## config.mk

```make
export PLATFORM = sky130hd
export DESIGN_NAME = csa_accumulator
export DESIGN_NICKNAME = d
export VERILOG_FILES = /design/src/rtl/csa_accumulator.sv
export SDC_FILE = /design/constraint.sdc
export NUM_CORES = 1
export LEC_CHECK = 0
export BUFFER_PORTS_ARGS = -buffer_cell sky130_fd_sc_hd__buf_2
export CAP_MARGIN = 20
export CORE_UTILIZATION = 50
export CTS_CLUSTER_SIZE = 28
export DETAILED_ROUTE_END_ITERATION = 7
export PLACE_DENSITY = 0.72
export REMOVE_ABC_BUFFERS = 1
export SYNTH_ARGS = -nofsm -noshare
export SYNTH_HDL_FRONTEND = slang
export SYNTH_SLANG_ARGS = --single-unit
```

## constraint.sdc

```tcl
create_clock -name clk -period 3.3 [get_ports clk]
set_input_delay 0.165 -clock clk [delete_from_list [all_inputs] [get_ports clk]]
set_output_delay 0.165 -clock clk [all_outputs]
set_load 0.05 [all_outputs]
```

## src/rtl/csa_accumulator.sv

```systemverilog
// Sequential multi-operand adder: keeps the running total in carry-save form
// (one 3:2 compression per beat) and resolves once with a single carry-propagate add.
module csa_accumulator #(
    parameter int W     = 4,
    parameter int N_MAX = 16,
    localparam int RW   = W + $clog2(N_MAX),
    localparam int CW   = $clog2(N_MAX) + 1
) (
    input  logic          clk,
    input  logic          rst_n,
    input  logic          in_valid,
    output logic          in_ready,
    input  logic [W-1:0]  in_data,
    input  logic          in_last,
    output logic          out_valid,
    input  logic          out_ready,
    output logic [RW-1:0] out_sum,
    output logic [CW-1:0] out_count,
    output logic          out_ovf
);

    // state   | meaning
    // ACCUM   | accepting operands, compressing into the carry-save pair
    // RESOLVE | one-cycle carry-propagate add of S and C
    // DONE    | result presented, waiting for out_ready
    typedef enum logic [1:0] {
        ACCUM   = 2'd0,
        RESOLVE = 2'd1,
        DONE    = 2'd2
    } state_t;

    localparam logic [CW-1:0] N_MAX_C = CW'(N_MAX);

    state_t        state_q, state_d;
    logic [RW-1:0] s_q, s_d;
    logic [RW-1:0] c_q, c_d;
    logic [CW-1:0] cnt_q, cnt_d;
    logic          ovf_q, ovf_d;
    logic [RW-1:0] out_sum_q, out_sum_d;
    logic [CW-1:0] out_count_q, out_count_d;
    logic          out_ovf_q, out_ovf_d;

    logic [RW-1:0] x;
    logic [RW-1:0] maj;

    assign x   = {{(RW-W){1'b0}}, in_data};
    assign maj = (s_q & c_q) | (s_q & x) | (c_q & x);

    always_comb begin
        state_d     = state_q;
        s_d         = s_q;
        c_d         = c_q;
        cnt_d       = cnt_q;
        ovf_d       = ovf_q;
        out_sum_d   = out_sum_q;
        out_count_d = out_count_q;
        out_ovf_d   = out_ovf_q;
        unique case (state_q)
            ACCUM: begin
                if (in_valid) begin
                    s_d = s_q ^ c_q ^ x;
                    c_d = {maj[RW-2:0], 1'b0};
                    if (cnt_q == N_MAX_C) begin
                        ovf_d = 1'b1;
                    end else begin
                        cnt_d = cnt_q + CW'(1);
                    end
                    if (in_last) begin
                        state_d = RESOLVE;
                    end
                end
            end
            RESOLVE: begin
                out_sum_d   = s_q + c_q;
                out_count_d = cnt_q;
                out_ovf_d   = ovf_q;
                state_d     = DONE;
            end
            DONE: begin
                if (out_ready) begin
                    s_d     = '0;
                    c_d     = '0;
                    cnt_d   = '0;
                    ovf_d   = 1'b0;
                    state_d = ACCUM;
                end
            end
            default: state_d = ACCUM;
        endcase
    end

    always_ff @(posedge clk or negedge rst_n) begin
        if (!rst_n) begin
            state_q     <= ACCUM;
            s_q         <= '0;
            c_q         <= '0;
            cnt_q       <= '0;
            ovf_q       <= 1'b0;
            out_sum_q   <= '0;
            out_count_q <= '0;
            out_ovf_q   <= 1'b0;
        end else begin
            state_q     <= state_d;
            s_q         <= s_d;
            c_q         <= c_d;
            cnt_q       <= cnt_d;
            ovf_q       <= ovf_d;
            out_sum_q   <= out_sum_d;
            out_count_q <= out_count_d;
            out_ovf_q   <= out_ovf_d;
        end
    end

    // Handshake flags come from the state alone so in_ready never loops back to in_valid.
    assign in_ready  = (state_q == ACCUM);
    assign out_valid = (state_q == DONE);
    assign out_sum   = out_sum_q;
    assign out_count = out_count_q;
    assign out_ovf   = out_ovf_q;

endmodule
```

==> results of run 1 <==
cells in the final DEF, fill, tap and decap left out, drive strengths merged, types with 2 or more instances in the layout:
cell	count
a31oi	2
nand2	32
ha	9
nor2	8
clkinv	2
nand2b	2
xor2	2
a22o	13
a21o	3
dfrtp	37
a21oi	3
and2	3
nand4	2
nor3	2
fa	4
clkbuf	6
buf	24
inv	8
nand3	4
o21a	2
xnor2	2
o21ai	13
layer usage:
layer  vias up  routed length (um)  part of all wire [%]  global-route usage, %
met3         4                 128                   3.8                   4.62
met5         -                   0                     0                      0
met1       646                1620                    48                   29.2
met4         0                  42                   1.2                   8.57
li1        637                   -                     -                      -
met2        30                1570                    47                   30.1
critical path, stage by stage (launching register included):
cell and delay (ps):
dfrtp_1 440, mux2i_1 330, or2_1 550, o21ai_0 220
a22o_1 220
metrics by stage:
stage               utilization [%]  instance area (um2)  std cells
CTS                            59.4                 2000        242
floorplan                         -                 1750        163
global placement               57.2                 1920        233
global route                   59.4                 2000        242
detailed placement             57.2                 1920        233
finish                         59.4                 2000        242
logic make-up (layout without fill, tap and decap cells):
group                    after synthesis  after routing  synth area share [%]
AO/OA/AOI/OAI                         40             40                  15.6
multiplexers                           1              1                 0.563
XOR/XNOR                               4              4                  1.97
flip-flops                            37             37                  52.0
AND/OR/NAND/NOR                       60             60                  15.4
adder cells (fa/ha/maj)               13             13                  10.8
buffers and inverters                 15             41                  3.59
where the power goes:
group | internal [mW] | leakage, nW | switching (mW)
logic | 0.240 | 0.501 | 0.512
registers | 0.609 | 0.485 | 0.119
clock network | 0.104 | 0.0382 | 0.155
total | 0.952 | 1.02 | 0.786
state kept, by name (all words and copies together) (netlist names):
register and flops:
c_q 7, out_sum 8, out_count 5, s_q 8
state_q 2, ovf_q 1, out_ovf 1, cnt_q 5
area by class of cell:
cell class | instances | area (um2)
clock buffers | 6 | 51.3
well taps | 46 | 57.6
inverters | 8 | 30.0
clock inverters | 2 | 13.8
fillers | 317 | 1370
flip-flops and latches | 37 | 926
repair buffers | 25 | 130
multi-input cells | 118 | 790
path summary, 6_finish.rpt:
kind	to	slack, ps	cells after the start
worst max register to register	s_q[7]	1440	4
min in group asynchronous	s_q[2]	430	2
worst min-delay path	ovf_q	20	2
worst max-delay path	s_q[7]	1440	4
max in group asynchronous	c_q[6]	2360	2
worst min register to register	out_count[3]	480	2
repair_timing:
item                      4_1_cts  5_1_grt
hold buffers                    1        0
gates resized for setup         0        0
hold endpoints to repair       37        0
setup buffers                   0        0
==> run metrics, run 1 <==
Buffers on Ports 24; CTS tree done; die width around 62 um; layout cells sized above 1 16.3%; main area contributors after synthesis dfrtp_1 52%, nand2_1 6.8%, a22o_1 6.4%; commonest cells in the synthesized netlist 37 x dfrtp_1, 32 x nand2_1, 13 x a22o_1, 13 x o21ai_0, 9 x ha_1; Synth Flop Type dfrtp_1; num rows 21; status completed; DP HPWL ~2.4 mm; Critical Path Start state_q[1]; post-detailed-route wirelength per cell between 10 and 15 um; Total GRT Usage 20.5%; worst skew pair latency between 300 and 400 ps; Area Growth Syn to Fin 12.3%; initial antenna violation count 0; Hold Crit Class in -> reg; root buf cell clkbuf_4; Routed Antenna Nets 0; Ports 25; Post-Route WL between 3 and 4 mm; Worst EP required 3530 ps; #FFs+latches synth 37; critical path peak fanout 19; post-synthesis cell type count 33; first-pass GRT wire length between 5 and 6 mm; Mapped Cells 170; fin crit share ~56%; Fin Hold WS 20.8 ps; Setup WS post-layout 1440 ps; max_cap viols 0; total power roughly 1.7 mW; syn_area_per_cell 10.5 um2; Antenna Cells 0; relative slew slack 47.2%; total number of vias 1317; pre-CTS WS 1470 ps; Setup Crit Path Kind reg -> reg; RSZ-0062 raised after global routing no; Pre-Repair DR Iteration Count 4; Worst-path clk slew roughly 110 ps; Final min period 1860 ps; total CTS buffers 5; post-synth top area cell dfrtp_1; Worst Skew 9.08 ps; Pins Over Slew Limit 0; pwr dens 870 nW/um2; most common cell in the netlist dfrtp_1; Worst R2R Start state_q[1]; Initial Utilization between 50% and 60%; count of final setup violators 0; DRC viols 0; core footprint roughly 3400 um2; VDD IR-drop max ~400 uV; routability cong. 0.827; vias in the first global route 1205; CTS sink cnt 37; Mapped Area roughly 1800 um2; die footprint between 3000 and 4000 um2; drt via density 5.44; Tightest Pin Transition 792 ps; Fin. Hold Viols 0; DRT iter0 DRCs 43; gr ovfl total 0; die height 61.7 um; setup TNS 0 ps; Seq/Total Area, Yosys a little over half; Yosys warnings 0; Lkg Pwr 1.02 nW; H-tree depth 2; Post-synth ARST share 100%; CP endpoint kind flip-flop; Post-synth EDFFs 0; NumNets Final 217; CP arrival 2090 ps; area share of the largest cell type after synthesis 52.0%; largest net degree at the start of global routing 38; max frequency 538 MHz; Max clock buf depth 2; hold path start out_ready; Critical Path Start Type flip-flop
No activity file was read; power rests on OpenSTA's default activity.
==> run 2, diff against run 1 <==
--- a/config.mk
+++ b/config.mk
@@ -5,6 +5,7 @@
 export SDC_FILE = /design/constraint.sdc
 export NUM_CORES = 1
 export LEC_CHECK = 0
+export ABC_AREA = 1
 export BUFFER_PORTS_ARGS = -buffer_cell sky130_fd_sc_hd__buf_2
 export CAP_MARGIN = 20
 export CORE_UTILIZATION = 50
==> constraint.sdc (replaced) <==
create_clock -name clk -period 1.77 [get_ports clk]
set_input_delay 0.0885 -clock clk [delete_from_list [all_inputs] [get_ports clk]]
set_output_delay 0.0885 -clock clk [all_outputs]
set_load 0.05 [all_outputs]
==> run metrics, run 2 <==
syn_area_per_cell 8.67 um2 (-17%); DP HPWL 2.65 mm (+11%); die width 64.2 um (+4.1%); NumNets Final 279 (+29%); post-detailed-route wirelength per cell 12.1 um (-13%); Worst EP required 1680 ps (-1850 ps); Setup Crit Path Kind reg -> out; Final min period 1630 ps; first-pass GRT wire length 6.60 mm (+20%); DRT iter0 DRCs 59 (+37%); total power 3.37 mW (+94%); worst skew pair latency 280 ps (-60 ps); Yosys warnings 0 (unchanged); Worst Skew 4.23 ps (-4.85 ps); Worst path top cell family by delay buffers and inverters; fin crit share between 90 and 100%; CP arrival 1550 ps (-540 ps); Critical Path Start state_q[1]; routability cong. 0.856 (+3.5%); #FFs+latches synth 37 (unchanged); main area contributors after synthesis dfrtp_1 48%, nand2_1 14%, nand3_1 6.2%; Worst R2R Start s_q[1]; Initial Utilization 52.4% (-0.49 points); Total GRT Usage 21.3% (+0.81 points); count of final setup violators 0 (unchanged); Synth Flop Type dfrtp_1; area occupied by multi-input gates 856 um2 (+8.4%); Routed Antenna Nets 0 (unchanged); H-tree depth 2 (unchanged); CTS sink cnt 37 (unchanged); largest net degree at the start of global routing 38 (unchanged); initial antenna violation count 0 (unchanged); GR Util met2 35.2% (+5.1 points); drt via density 4.89 (-10%); CP endpoint kind output pin; most common cell after layout, fill and taps aside nand2_1; setup TNS 0 ps (unchanged); Post-synth ARST share 100% (unchanged); die height 64.2 um (+4.1%); Mapped Area 1930 um2 (+8.6%); Reg area 926 um2 (unchanged); DRC viols 0 (unchanged); Worst-path clk slew 70 ps (-40 ps); most common cell in the netlist nand2_1; max incr delay on CP 450 ps (-100 ps); Final Non-Filler Cells 305 (+26%); status completed; commonest cells in the synthesized netlist 71 x nand2_1, 37 x dfrtp_1, 26 x inv_1, 24 x nand3_1, 12 x o21ai_0; DP Cell Count 295 (+27%); hold path start in_last; Antenna Cells 0 (unchanged); num rows 22 (+4.8%); Pre-Repair DR Iteration Count 4 (unchanged); Post-CTS Resized 0 (unchanged); gr ovfl total 0 (unchanged); Pins Over Slew Limit 0 (unchanged); vias in the first global route 1463 (+21%); core footprint 3690 um2 (+9.7%); root buf cell clkbuf_8; pwr dens 1510 nW/um2 (+74%); crit path cell chain nor2_2, buf_4, buf_2; Tightest Pin Transition 617 ps (-175 ps); Seq/Total Area, Yosys 47.9% (-4.1 points); Fin. Hold Viols 0 (unchanged); RSZ-0062 raised after global routing no; total CTS buffers 5 (unchanged); die footprint 4120 um2 (+8.4%); Layout fillers 332 (+4.7%); critical path peak fanout 9 (-10); GR Util met3 4.82% (+0.20 points); Mapped Cells 223 (+31%); Critical Path Start Type flip-flop; CTS tree done; commonest non-fill, non-tap cells in the layout 71 x nand2_1, 37 x dfrtp_1, 26 x inv_1; Post-Route WL 3.69 mm (+9.4%); max frequency a little over 600 MHz; max_cap viols 0 (unchanged); gr busiest metal met2; Max clock buf depth 2 (unchanged); Ports 25 (unchanged); CP Buf/Inv Count 2 (+2); post-synthesis cell type count 22 (-33%); relative slew slack 58.8% (+12 points); Buffers on Ports 24 (unchanged); area share of the largest cell type after synthesis 47.9% (-4.1 points); Hold Crit Class in -> reg; Global Route met1 Usage 27.3% (-1.9 points); Slowest-stage cell, CP dfrtp_1; Lkg Pwr 1.23 nW (+20%); Area Growth Syn to Fin 15.3%; Post-synth EDFFs 0 (unchanged); post-synth top area cell dfrtp_1; layout cells sized above 1 17.9% (+1.6 points); total number of vias 1491 (+13%); VDD IR-drop max 766 uV (+90%)
==> run 2: changes by cell type in the layout (fill, tap and decap cells not counted), moves of 3 or more <==
cell | before | now
a21o_1 | 3 | 0
buf_4 | 0 | 6
inv_1 | 8 | 26
o21ai_1 | 0 | 7
clkbuf_8 | 1 | 6
a22o_1 | 13 | 0
and2_1 | 3 | 0
nor2_4 | 0 | 3
nand3_1 | 4 | 24
nand2_1 | 32 | 71
clkbuf_4 | 5 | 0
==> run 2: per-layer routing <==
layer | wire, um | vias to the layer above
li1 | - | 771
met1 | 1800 | 685
met2 | 1710 | 29
met3 | 117 | 6
met4 | 51 | 0
met5 | 0 | -
==> run 2: cell families after synthesis <==
logic type,after synthesis,synth area share (%)
adder cells (fa/ha/maj),13,9.97
XOR/XNOR,4,1.81
buffers and inverters,33,7.83
AND/OR/NAND/NOR,113,26.4
flip-flops,37,47.9
AO/OA/AOI/OAI,23,6.08
==> run 2: power breakdown <==
group | total [mW] | internal, mW | switching (mW)
Combinational | 1.49 | 0.445 | 1.05
Clock | 0.579 | 0.309 | 0.270
Sequential | 1.30 | 1.11 | 0.189
Total | 3.37 | 1.86 | 1.51
==> run 2: final timing paths <==
| check | slack [ps] | to | depth (start not counted) |
|---|---|---|---|
| max in group asynchronous | 1290 | s_q[4] | 3 |
| min in group asynchronous | 300 | cnt_q[2] | 3 |
| min | 20 | state_q[0] | 3 |
| max | 140 | in_ready | 3 |
| min reg2reg | 480 | out_sum[1] | 2 |
| max reg2reg | 170 | out_sum[7] | 10 |
==> run 2: what timing repair did <==
item                       CTS  global route
hold buffers                 1             0
hold endpoints to repair    37             0
setup endpoints to repair    0             1
setup buffers                0             2
==> run 2: metrics by stage <==
step / setup slack, ps / hold slack [ps] / instance area [um2] / util (%)
2_1_floorplan: 53.6 / -207 / 1890 / -
3_3_place_gp: 220 / 69.2 / 2120 / 57.4
3_5_place_dp: 164 / 64.8 / 2120 / 57.4
4_1_cts: 135 / 16.2 / 2210 / 60.0
5_1_grt: 15.3 / 35.3 / 2230 / 60.4
6_report: 135 / 24.2 / 2230 / 60.4
==> run 2: layout make-up <==
type	instances	share of cell area [%]
Timing Repair Buffer	32	8.76
Multi-Input combinational cell	153	38.4
Tap cell	48	2.70
Inverter	28	4.72
Clock buffer	7	3.87
Sequential cell	37	41.5
==> run 2: worst min-delay path: stages <==
cell    delay [ps]
buf_2          100
inv_1           50
nor2_1          40
